## config.mk

```make
export PLATFORM = sky130hd
export DESIGN_NAME = mem_arbiter_fsm
export DESIGN_NICKNAME = d
export VERILOG_FILES = /design/src/rtl/cpu_types_pkg.sv /design/src/rtl/mem_arbiter_fsm_starve_counter.sv /design/src/rtl/mem_arbiter_fsm.sv
export SDC_FILE = /design/constraint.sdc
export NUM_CORES = 1
export LEC_CHECK = 0
export BUFFER_PORTS_ARGS = -buffer_cell sky130_fd_sc_hd__clkbuf_2
export CORE_AREA = 3 3 103 105
export DETAILED_ROUTE_END_ITERATION = 6
export DIE_AREA = 0 0 106 108
export PLACE_DENSITY = 0.58
export SETUP_SLACK_MARGIN = 0.4
export SKIP_CTS_REPAIR_TIMING = 1
export SYNTH_ARGS = -nofsm -noshare
export SYNTH_HDL_FRONTEND = slang
export SYNTH_SLANG_ARGS = --single-unit
```

## constraint.sdc

```tcl
create_clock -name CLK -period 1.67 [get_ports CLK]
set_clock_uncertainty 0.15 [all_clocks]
set_input_delay 0.0835 -clock CLK [delete_from_list [all_inputs] [get_ports CLK]]
set_output_delay 0.0835 -clock CLK [all_outputs]
set_load 0.01 [all_outputs]
```

## src/rtl/cpu_types_pkg.sv

```systemverilog
// ============================================================================
// cpu_types_pkg : shared RAM/arbiter types for the memory arbiter
// Rev 1.0
// ============================================================================
`default_nettype none

package cpu_types_pkg;

  typedef enum logic [1:0] {
    FREE   = 2'd0,
    BUSY   = 2'd1,
    ACCESS = 2'd2,
    ERROR  = 2'd3
  } ramstate_t;

  typedef enum logic [1:0] {
    IDLE  = 2'd0,
    D_ACC = 2'd1,
    I_ACC = 2'd2
  } arb_state_t;

  localparam int STARVE_MAX_DEFAULT = 4;

  // ACCESS and ERROR both end the current RAM transaction.
  function automatic logic ram_finished(input logic [1:0] rs);
    return (rs == ACCESS) || (rs == ERROR);
  endfunction

endpackage

`default_nettype wire

```

## src/rtl/mem_arbiter_fsm_starve_counter.sv

```systemverilog
// ============================================================================
// starve_counter : saturating counter of d-side wins over a pending i-side
// Rev 1.0
// ============================================================================
`default_nettype none

module starve_counter #(
  parameter int MAX = 4,
  parameter int W   = $clog2(MAX + 1)
) (
  input  logic clk,
  input  logic rst,
  input  logic inc,
  input  logic clr,
  output logic sat
);

  logic [W-1:0] count;

  always_ff @(posedge clk) begin
    if (rst || clr) begin
      count <= '0;
    end else if (inc && !sat) begin
      count <= count + 1'b1;
    end
  end

  assign sat = (count == W'(MAX));

endmodule

`default_nettype wire

```

## src/rtl/mem_arbiter_fsm.sv

```systemverilog
// ============================================================================
// mem_arbiter_fsm : i-side / d-side arbiter for a single-ported RAM
// Optional statistics counters enabled by MEM_ARB_STATS_EN.  Rev 1.0
// ============================================================================
`default_nettype none

module mem_arbiter_fsm
  import cpu_types_pkg::*;
#(
  parameter int STARVE_MAX = STARVE_MAX_DEFAULT,
  parameter int ADDR_W     = 32,
  parameter int DATA_W     = 32
) (
  input  logic              CLK,
  input  logic              RST,
  input  logic              iREN,
  input  logic [ADDR_W-1:0] iaddr,
  output logic              iwait,
  output logic [DATA_W-1:0] iload,
  input  logic              dREN,
  input  logic              dWEN,
  input  logic [ADDR_W-1:0] daddr,
  input  logic [DATA_W-1:0] dstore,
  output logic              dwait,
  output logic [DATA_W-1:0] dload,
  output logic              ramREN,
  output logic              ramWEN,
  output logic [ADDR_W-1:0] ramaddr,
  output logic [DATA_W-1:0] ramstore,
  input  logic [DATA_W-1:0] ramload,
  input  logic [1:0]        ramstate,
  output logic              mem_err
`ifdef MEM_ARB_STATS_EN
  ,
  output logic [31:0]       i_grants,
  output logic [31:0]       d_grants,
  output logic [31:0]       stall_cycles
`endif
);

  localparam logic [1:0] ST_IDLE  = IDLE;
  localparam logic [1:0] ST_D_ACC = D_ACC;
  localparam logic [1:0] ST_I_ACC = I_ACC;

  logic [1:0] state;
  logic [1:0] next_state;
  logic       d_req;
  logic       i_done;
  logic       d_done;
  logic       starve_sat;

  assign d_req = dREN | dWEN;

  // Nothing is driven or acknowledged while RST is high.
  always_comb begin
    next_state = state;
    ramREN     = 1'b0;
    ramWEN     = 1'b0;
    ramaddr    = '0;
    ramstore   = '0;
    i_done     = 1'b0;
    d_done     = 1'b0;
    if (!RST) begin
      case (state)
        ST_IDLE: begin
          if (d_req && !(iREN && starve_sat)) begin
            next_state = ST_D_ACC;
          end else if (iREN) begin
            next_state = ST_I_ACC;
          end
        end
        ST_D_ACC: begin
          if (!d_req) begin
            next_state = ST_IDLE;
          end else begin
            ramaddr  = daddr;
            ramstore = dstore;
            ramWEN   = dWEN;
            ramREN   = dREN & ~dWEN;
            if (ram_finished(ramstate)) begin
              d_done     = 1'b1;
              next_state = ST_IDLE;
            end
          end
        end
        ST_I_ACC: begin
          if (!iREN) begin
            next_state = ST_IDLE;
          end else begin
            ramaddr = iaddr;
            ramREN  = 1'b1;
            if (ram_finished(ramstate)) begin
              i_done     = 1'b1;
              next_state = ST_IDLE;
            end
          end
        end
        default: next_state = ST_IDLE;
      endcase
    end
  end

  assign iwait = iREN  & ~i_done;
  assign dwait = d_req & ~d_done;
  assign iload = i_done ? ramload : '0;
  assign dload = d_done ? ramload : '0;

  always_ff @(posedge CLK) begin
    if (RST) begin
      state   <= ST_IDLE;
      mem_err <= 1'b0;
    end else begin
      state <= next_state;
      if ((i_done || d_done) && (ramstate == ERROR)) begin
        mem_err <= 1'b1;
      end
    end
  end

  starve_counter #(
    .MAX (STARVE_MAX)
  ) u_starve (
    .clk (CLK),
    .rst (RST),
    .inc (d_done & iREN),
    .clr (i_done | ((state == ST_IDLE) & ~iREN)),
    .sat (starve_sat)
  );

`ifdef MEM_ARB_STATS_EN
  always_ff @(posedge CLK) begin
    if (RST) begin
      i_grants     <= '0;
      d_grants     <= '0;
      stall_cycles <= '0;
    end else begin
      if ((state == ST_IDLE) && (next_state == ST_I_ACC) && (i_grants != '1)) begin
        i_grants <= i_grants + 1'b1;
      end
      if ((state == ST_IDLE) && (next_state == ST_D_ACC) && (d_grants != '1)) begin
        d_grants <= d_grants + 1'b1;
      end
      if ((iwait || dwait) && (stall_cycles != '1)) begin
        stall_cycles <= stall_cycles + 1'b1;
      end
    end
  end
`endif

endmodule

`default_nettype wire

```

[After elaboration in Yosys (flattened, before gate mapping)]
Cells that the tools add are included.
Operators by class
  reduce and logical (&&, ||, !) cells: 10
  bitwise logic cells: 11
  muxes and demuxes: 29
  $add $sub $neg: 1
  eq/ne operators: 6
Operators with widths (number)
  $mux W32: 8
  $pmux W32 S2: 1
  $mux W1: 13
  $mux W2: 5
  $eq A2 B2 Y1 const B: 3
  $pmux W2 S3: 1
  $and A1 B1 Y1: 5
  $logic_and A1 B1 Y1: 4
  $not A1 Y1: 4
  $add A3 B1 Y3 const B: 1
  $eq A3 B3 Y1 const B: 1
  $logic_or A1 B1 Y1: 3
  $ne A3 B3 Y1 const B: 1
  $eq A2 B1 Y1 const B: 1
  $logic_not A1 Y1: 2
  $logic_not A2 Y1: 1
  $or A1 B1 Y1: 2
  $pmux W1 S2: 1
Word-level totals
  bits in registers: 6
  logic and storage cells: 60
  bits of input ports: 135

[Depth between registers and ports, before layout]
Gate-level depths: netlist (run 1).
  word-level depth: 8
  gate-level depth with buffers: 7
  mapped depth without buffers: 6

[Cells and area by module]
Synthesis (run 1) repeated with hierarchy kept, for this count alone.
Unflattened totals
  cells, all modules: 242
  area, all modules: 1596.5 µm²
By module, submodules not included
  mem_arbiter_fsm: times used 1, area each 1408.9 µm², cells each 224
  starve_counter: times used 1, area each 187.7 µm², cells each 18

[Worst setup path after synthesis (run 1)]
No wires, ideal clock.
  path kind: register -> output
  start point: reg state[1]
  end point: out ramaddr[10]
  data arrival time: 1.280 ns
  path slack: 0.156 ns
  buffers on the path: 2
  stages on the path, launching flop included: 8
  path through: dfxtp_1 > inv_1 > ha_1 > o21a_4 > buf_6 > buf_6 > a22oi_1 > nor2_1
On the way
  longest elaborated chain between the ends: 3
  elaborated cells between the ends (all ways): 4
Ends and longest elaborated chain
  start: declaration: line mem_arbiter_fsm.sv:45  | logic [1:0] state;
  start signal: assignment: line mem_arbiter_fsm.sv:113  | state <= next_state;
  $eq A2 B2 Y1 or $eq A2 B1 Y1 (tied branches): line mem_arbiter_fsm.sv:64  | case (state)
  $pmux W32 S2 *: line mem_arbiter_fsm.sv:64
  $mux W32 *: line mem_arbiter_fsm.sv:63  | if (!RST) begin
  end: declaration: line mem_arbiter_fsm.sv:28  | output logic [ADDR_W-1:0] ramaddr,
Mark *: on every way between the ends. The rest lies on a longest branch, timed or not.

[Worst setup path in the final report (run 1)]
  start point: reg state[1]
  end point: out dload[2]
On the way
  longest elaborated chain between the ends: 4
Ends and longest elaborated chain
  $eq A2 B1 Y1: line mem_arbiter_fsm.sv:64
  $mux W1: line mem_arbiter_fsm.sv:64
  $mux W1: line mem_arbiter_fsm.sv:63
  $mux W32: line mem_arbiter_fsm.sv:106  | assign dload = d_done ? ramload : '0;
  end: declaration: line mem_arbiter_fsm.sv:25  | output logic [DATA_W-1:0] dload,
Every way passes these cells.

==> out/summary.txt, run 1 <==
Nets@finish - 650
Initial antenna violation count - 0
Largest net degree at the start of global routing - 69
IR drop worst, VDD - 158.5 uV
Overall die width - 106 um
Post-route DRC - 0
Syn nets - 381
Startpoint types - flip-flop
Post-synthesis cell count - 240
Syn Area/Cell - 6.704 um2
TritonRoute pass-1 iters - 4
Sequential cell area fraction in the yosys report - 7.465%
Initial Util - 16.54%
Pwr dens - 304.2 nW/um2
Vias - 2836
Fin worst setup slack - -0.1043 ns
Buffers on Ports - 267
CP arrival - 1.54 ns
ANT cells - 0
Placer Congestion - 0.7732
Core Util, Final - 41.05%
Slew Limit Fails - 0
Worst skew pair latency - 0.22 ns
Die H - 108 um
Outcome - finished, violations left
Num CTS Buffers - 3
Vias per cell - 4.424
Leak - 0.002237 uW
ANT nets after route - 0
Clock network power share - 18.7%
Slew @ Worst Pin - 0.2840 ns
Synth top area share - 24.88%
Worst hold path class - primary input to flip-flop
Layout cell share with drive strength beyond 1 - 81.30%
CORE AREA - 9729 um2
Global-route wire length before repair - 12100 um
Sequential Power Share - 13.1%
Pre-CTS WS - -0.003970 ns
Violated checks - hold timing, setup timing
CP Capture Type - output pin
CTS Buffer Depth - 2
Critical Path RT - 1.44 ns
Setup-failing EPs final - 129
Number of global-route vias before repair - 2537
Crit Path Category - flip-flop to output pin
Count of final hold-check violations - 1
CTS Sinks - 6
Comb pwr share - 68.2%
Relative slew margins - 80.92%
Total Wirelength - 9420 um
Die area - 11450 um2
Num ports - 268
Post-layout minimum cycle time - 1.774 ns
Hpwl dp - 6946 um
Clock-pin slew on the worst setup and hold paths - 0.04 ns
Most frequent cells in the layout - 192 x clkbuf_2, 55 x and3_1, 44 x buf_6, 35 x buf_2, 33 x and2_4
GRT Util Overall - 12.57%
Commonest non-fill, non-tap cell in the layout - clkbuf_2
H-Tree Level Count - 1
Post-Syn Area - 1609 um2
Switching Fraction - 38.42%
FP Rows - 36
CP Max Fanout - 23
# Max-Cap Violations - 0
Initial DRC Count - 129
Psw - 466.8 uW
Area grow syn2layout - 148.2%
CTS Root Cell - clkbuf_8
RSZ-0062 raised after global routing - yes
Internal power - 748.0 uW
Count of cell types in the netlist - 36
GR Overflow Total - 0
Max Clock Freq - 0.5636 GHz
Fin crit share - 106.2%
Fin Hold WS - -0.01545 ns
DR WL/cell - 14.70 um
Yosys warnings - 0
Cell taking the most area after synthesis - and3_1
Top cells by area, synth - and3_1 25%, a22oi_1 13%, and2_1 12%
CTS tree - done
Synth Register Bits - 6
-- per-stage QoR --
step | power (uW) | area [um2] | hold slack [ns] | TNS (ns) | std cells
final | 1215 | 3994 | -0.01545 | -6.805 | 641
after global routing | 1299 | 3994 | 0.001320 | -15.59 | 641
after CTS | 1082 | 3493 | -0.02497 | -18.07 | 626
after detailed placement | 844.3 | 3448 | 0.2107 | -0.003970 | 622
after global placement | 828.8 | 3448 | 0.2010 | 0 | 622
after floorplan | 566.7 | 2047 | 0.002566 | 0 | 240
-- critical path: stages (launching register included) --
cell and delay, ns:
dfxtp_4 0.35, inv_4 0.06, ha_4 0.15, o21a_4 0.20, buf_6 0.20, and3_1 0.20
clkbuf_2 0.14
-- cells in the mapped netlist --
cell / instances
mux2i_1: 1
a22oi_2: 5
clkbuf_1: 9
a22oi_1: 27
and2b_4: 1
a221o_1: 1
nor2b_4: 1
a21oi_1: 4
inv_1: 7
o21ai_0: 1
and3_1: 64
nand4_1: 1
dfxtp_1: 6
o211ai_1: 1
nor2_1: 38
nor3_1: 1
xnor2_1: 1
nor4b_1: 1
nand2_1: 1
a21o_1: 1
nand3_2: 1
buf_6: 6
clkbuf_2: 3
buf_4: 2
and2_1: 32
o21a_4: 1
xor2_1: 1
nor2b_1: 1
a21boi_1: 1
nand2b_1: 1
and2_4: 1
nor3b_1: 1
buf_2: 8
ha_1: 6
a22o_1: 1
a31oi_1: 2
-- state kept, by name, summed over array words and instances, names as in the netlist --
name,flops
u_starve.count,3
mem_err,1
state,2
-- cell families (layout without fill, tap and decap cells) --
group                    Yosys count  count (layout)  share of synthesized area [%]
AO/OA/AOI/OAI                     45              46                          22.32
XOR/XNOR                           2               2                          1.089
adder cells (fa/ha/maj)            6               6                          4.666
buffers and inverters             35             298                          12.29
flip-flops                         6               6                          7.465
multiplexers                       1               1                         0.6221
AND/OR/NAND/NOR                  145             149                          51.56
-- area by class of cell --
class / count / area (um2)
Inverter: 7 / 31.28
Multi-Input combinational cell: 204 / 1739
Tap cell: 133 / 166.4
Clock buffer: 4 / 45.04
Fill cell: 990 / 5736
Sequential cell: 6 / 127.6
Timing Repair Buffer: 287 / 1884
-- final timing paths --
| check | startpoint | endpoint | slack [ns] | cells past startpoint |
|---|---|---|---|---|
| min | ramstate[0] | mem_err$_SDFFE_PP0P_ | -0.02 | 3 |
| max | state[1]$_SDFFE_PP0P_ | dload[2] | -0.10 | 6 |
| max reg2reg | state[1]$_SDFFE_PP0P_ | u_starve.count[1]$_SDFFE_PP0P_ | 0.10 | 7 |
| min reg2reg | mem_err$_SDFFE_PP0P_ | mem_err$_SDFFE_PP0P_ | 0.30 | 2 |
-- routing by layer --
layer / vias to the layer above / share of wire [%] / GRT usage [%] / routed length, um
met5: - / 0 / 0 / 0
met2: 150 / 54 / 23.72 / 5080
met4: 0 / 0.65 / 2.035 / 61
met1: 1286 / 37 / 14.46 / 3521
li1: 1394 / - / - / -
met3: 6 / 8.0 / 3.284 / 756
-- power by group through the flow --
stage	clock network [uW]	logic (uW)	registers, uW
floorplan	0	405	162
global placement	0	667	162
detailed placement	0	682	162
CTS	237	685	160
global route	246	893	160
finish	227	828	159
No activity file was read; power rests on OpenSTA's default activity.
==> inputs of run 2 (changes only) <==
- CORE_AREA: 3 3 103 105 -> 2 2 105 107
- DIE_AREA: 0 0 106 108 -> 0 0 107 109
- PLACE_DENSITY: 0.58 -> 0.56
==> run 2 against run 1 <==
The flow still finishes with violations (hold timing, setup timing). Sequential power about the same. Core utilization down 1.4 points. Combinational power up 8.5%.
==> out/summary.txt, run 2 (synthesis results as in run 1) <==
Leak - 0.002332 uW
Count of final hold-check violations - 1
Max reg flops - 3
Fin Hold WS - -0.02507 ns
Critical path's slowest cell - dfxtp_4
Total Wirelength - 10120 um
Worst hold path class - primary input to flip-flop
Dpl cell area - 3472 um2
Initial antenna violation count - 0
Reg with most FFs - u_starve.count
Switching Fraction - 39.44%
Pwr dens - 308.4 nW/um2
Outcome - finished, violations left
GR Overflow Total - 0
Buffers on Ports - 267
Die H - 109 um
Psw - 511.8 uW
Slew Limit Fails - 0
GRT Util Overall - 12.69%
Placer Congestion - 0.7908
Crit Path Category - flip-flop to output pin
CTS Sinks - 6
Multi-input logic area - 1802 um2
Fin crit share - 108.5%
CP Max Fanout - 9
Area grow syn2layout - 161.5%
Largest stage delay, worst path - 0.38 ns
Worst skew pair latency - 0.23 ns
H-Tree Level Count - 1
Final Instance Area - 4208 um2
Initial DRC Count - 109
CP cell instances - inv_4 -> ha_4 -> o21a_4 -> clkbuf_16 -> a22oi_2 -> nor2_2 -> clkbuf_2
# Max-Cap Violations - 0
Layout cell share with drive strength beyond 1 - 83.04%
Core Util, Final - 39.69%
Violated checks - hold timing, setup timing
CORE AREA - 10600 um2
Relative slew margins - 76.86%
Vias - 2933
Critical path's top delay family - compound AO/OA/AOI/OAI gates
DR WL/cell - 15.36 um
Fin worst setup slack - -0.1418 ns
Clock network power share - 18.6%
Startpoint types - flip-flop
CTS tree - done
Post-layout minimum cycle time - 1.812 ns
Num CTS Buffers - 3
FP Rows - 38
Overall die width - 107 um
Max Clock Freq - 0.5519 GHz
Largest regs - u_starve.count (3), state (2), mem_err (1)
Largest net degree at the start of global routing - 61
CP Capture Type - output pin
Critical Path RT - 1.44 ns
Power, Total - 1298 uW
Num ports - 268
Global-route wire length before repair - 12120 um
Post-route DRC - 0
Vias per cell - 4.451
CP arrival - 1.58 ns
CTS Root Cell - clkbuf_8
Slew @ Worst Pin - 0.3423 ns
CTS Buffer Depth - 2
Sequential Power Share - 12.3%
Die area - 11660 um2
Comb pwr share - 69.2%
IR drop worst, VDD - 208.3 uV
RSZ-0062 raised after global routing - yes
Setup_tns - -11.65 ns
FF/Latch Area - 127.6 um2
Filler cell count in the final layout - 1104
ANT cells - 0
Crit path buf inv count - 3
Internal power - 785.8 uW
Most frequent cells in the layout - 170 x clkbuf_2, 53 x and3_1, 53 x buf_2, 52 x buf_6, 35 x and2_4
Nets@finish - 661
Clock-pin slew on the worst setup and hold paths - 0.05 ns
Commonest non-fill, non-tap cell in the layout - clkbuf_2
ANT nets after route - 0
Initial Util - 15.18%
TritonRoute pass-1 iters - 6
Number of global-route vias before repair - 2616
Hpwl dp - 7051 um
Setup-failing EPs final - 125
-- run 2: changes by cell type in the layout (fill, tap and decap cells not counted), sizes merged --
cell / previous run / this run
buf: 91 / 120
clkbuf: 200 / 180
o21a: 2 / 3
and2: 34 / 35
-- run 2: metrics by stage --
stage | cells | setup slack, ns
after floorplan | 240 | 0.2306
after global placement | 631 | -0.02875
after detailed placement | 631 | -0.08773
after CTS | 635 | -0.3379
after global routing | 659 | -0.2041
final | 659 | -0.1418
-- run 2: area by class of cell --
| type | count | area share (%) |
|---|---|---|
| Timing Repair Buffer | 296 | 48.17 |
| Clock buffer | 4 | 1.070 |
| Sequential cell | 6 | 3.033 |
| Tap cell | 140 | 4.163 |
| Multi-Input combinational cell | 206 | 42.82 |
| Inverter | 7 | 0.7434 |
-- run 2: path summary, 6_finish.rpt --
kind                    startpoint  slack [ns]  depth (start not counted)                     to
min                    ramstate[0]       -0.03                          3   mem_err$_SDFFE_PP0P_
min reg2reg   mem_err$_SDFFE_PP0P_        0.32                          2   mem_err$_SDFFE_PP0P_
max          state[1]$_SDFFE_PP0P_       -0.14                          7             ramaddr[9]
max reg2reg  state[1]$_SDFFE_PP0P_        0.02                          8  state[0]$_SDFFE_PP0P_
-- run 2: power by group through the flow --
stage	Clock (uW)	Combinational [uW]	Sequential (uW)
after detailed placement	0	692	163
after CTS	242	695	160
after global routing	255	962	160
after floorplan	0	405	162
after global placement	0	673	162
final	241	898	159
-- run 2: worst register-to-register path, delay by kind of cell (launching register included) --
family	cells	cell delay, ns
DFF	1	0.38
buffers and inverters	3	0.29
adders and majority gates	1	0.18
AOI/OAI and AO/OA	4	0.54
-- run 2: metal layers --
layer	vias up	routed length, um	GRT usage [%]
li1	1427	-	-
met1	1307	3675	13.64
met2	187	5457	26.57
met3	12	862	1.674
met4	0	129	1.670
met5	-	0	0
==> inputs of run 3 (changes only) <==
- GPL_ROUTABILITY_DRIVEN: default -> 0
- PLACE_DENSITY: 0.56 -> 0.58
==> run 3 against run 2 <==
The run ends with setup timing left. Final cell count rose by 0.15%. Sequential share of layout area barely moved. Combinational power increased by 0.6%. Wire length increased by 2.0%. Design area up 1.0%. First-iteration DRC count increased by 4.6%. Die area is the same. Worst setup slack worse by 0.032 ns. Global-route usage decreased by 0.20 points. Sequential cell count did not move. Via count increased by 0.10%. Non-clock buffer count is 4 higher. Largest cell class unchanged.
==> out/summary.txt, run 3 (synthesis results as in run 1) <==
Most frequent cells in the layout - 186 x clkbuf_2, 56 x buf_6, 48 x and3_1, 34 x and2_4, 32 x buf_2
CP cell instances - inv_4 -> ha_4 -> o21a_4 -> buf_8 -> and2b_4 -> and2_4 -> buf_6
Setup-failing EPs final - 129
Internal power - 794.4 uW
CTS Buffer Depth - 2
Max reg flops - 3
Post-layout minimum cycle time - 1.844 ns
DR WL/cell - 15.65 um
CTS tree - done
Num CTS Buffers - 3
Clock-pin slew on the worst setup and hold paths - 0.05 ns
Vias - 2936
Reg2reg setup slack - -0.02 ns
Critical Path RT - 1.44 ns
Total Wirelength - 10330 um
Critical path's slowest cell - dfxtp_4
Initial antenna violation count - 0
CORE AREA - 10600 um2
CP Max Fanout - 8
CTS Sinks - 6
Clock network power share - 19.0%
Global-route wire length before repair - 11960 um
Reg2reg end - u_starve.count[2]$_SDFFE_PP0P_
Dpl cell area - 3460 um2
TritonRoute pass-1 iters - 4
Violated checks - setup timing
Startpoint types - flip-flop
Die H - 109 um
CP arrival - 1.61 ns
Layout cell share with drive strength beyond 1 - 83.46%
Final Instance Area - 4250 um2
Max Clock Freq - 0.5423 GHz
IR drop worst, VDD - 172.5 uV
CP Capture Type - output pin
Sequential Power Share - 12.1%
Num ports - 268
Vias per cell - 4.448
RSZ-0062 raised after global routing - yes
Worst hold path class - primary input to flip-flop
Commonest non-fill, non-tap cell in the layout - clkbuf_2
Nets@finish - 662
ANT cells - 0
Psw - 516.3 uW
Fin crit share - 110.4%
Slew @ Worst Pin - 0.3444 ns
CP Capture Point - ramstore[31]
Count of final hold-check violations - 0
Overall die width - 107 um
Initial Util - 15.18%
Pwr dens - 308.4 nW/um2
ANT nets after route - 0
GR Overflow Total - 0
Post-route DRC - 0
GRT Util Overall - 12.49%
Crit path from - state[1]$_SDFFE_PP0P_
Reg with most FFs - u_starve.count
Outcome - finished, violations left
# Max-Cap Violations - 0
FP Rows - 38
Fin Hold WS - 0.04733 ns
Leak - 0.002313 uW
Initial DRC Count - 114
Fin worst setup slack - -0.1739 ns
FF/Latch Area - 127.6 um2
Switching Fraction - 39.39%
Buffers on Ports - 267
CTS Root Cell - clkbuf_8
Largest regs - u_starve.count (3), state (2), mem_err (1)
R2r startpoint - state[1]$_SDFFE_PP0P_
Worst skew pair latency - 0.24 ns
Slew Limit Fails - 0
Worst R2R Path Depth - 9
Multi-input logic area - 1779 um2
Die area - 11660 um2
Filler cell count in the final layout - 1073
Relative slew margins - 76.86%
Area grow syn2layout - 164.2%
Largest net degree at the start of global routing - 63
Largest stage delay, worst path - 0.36 ns
H-Tree Level Count - 1
Crit Path Category - flip-flop to output pin
Comb pwr share - 68.9%
Number of global-route vias before repair - 2478
Hpwl dp - 7197 um
## run 3: changes by cell type in the layout (fill, tap and decap cells not counted), sizes merged
cell	previous run	this run
clkbuf	180	195
buf	120	108
o21a	3	1
and2	35	34
dlygate4sd3	0	1
## run 3: cell type report
class	instances	area share, %
Timing Repair Buffer	300	49.22
Multi-Input combinational cell	203	41.86
Tap cell	140	4.121
Sequential cell	6	3.003
Clock buffer	4	1.060
Inverter	7	0.7359
## run 3: power groups by stage
stage / clock network (uW) / logic, uW / registers, uW
5_1_grt: 262 / 966 / 160
3_3_place_gp: 0 / 675 / 162
6_report: 249 / 903 / 159
2_1_floorplan: 0 / 405 / 162
3_5_place_dp: 0 / 688 / 162
4_1_cts: 252 / 691 / 160
## run 3: per-layer routing
layer  track usage, %  up-vias  part of all wire [%]
li1                 -     1414                     -
met1            14.94     1356                    39
met2            23.38      161                    53
met3            2.690        5                   7.5
met4            1.763        0                  0.32
met5                0        -                     0
## run 3: worst min path at each step
stage | startpoint | cells after the start | end
after global routing | ramstate[1] | 3 | mem_err$_SDFFE_PP0P_
after global placement | ramstate[0] | 3 | mem_err$_SDFFE_PP0P_
after floorplan | RST | 1 | mem_err$_SDFFE_PP0P_
after detailed placement | ramstate[0] | 3 | mem_err$_SDFFE_PP0P_
final | ramstate[1] | 3 | mem_err$_SDFFE_PP0P_
after CTS | ramstate[0] | 3 | mem_err$_SDFFE_PP0P_
## run 3: metrics by stage
stage / setup TNS [ns] / total power (uW) / utilization [%] / std cells / setup WS, ns
final: -15.48 / 1311 / 40.09 / 660 / -0.1739
after global routing: -22.99 / 1388 / 40.09 / 660 / -0.2298
after CTS: -23.86 / 1103 / 33.05 / 635 / -0.3089
after detailed placement: -1.468 / 850.4 / 32.63 / 631 / -0.05606
after global placement: 0 / 837.4 / 32.63 / 631 / 0.009889
after floorplan: 0 / 566.7 / - / 240 / 0.2306
## run 3: worst max-delay path, delay by kind of cell (launching register included)
| family | cells | cell delay (ns) |
|---|---|---|
| compound gates | 1 | 0.16 |
| fa+ha+maj | 1 | 0.14 |
| buf+inv | 3 | 0.32 |
| flops | 1 | 0.36 |
| simple gates | 2 | 0.39 |
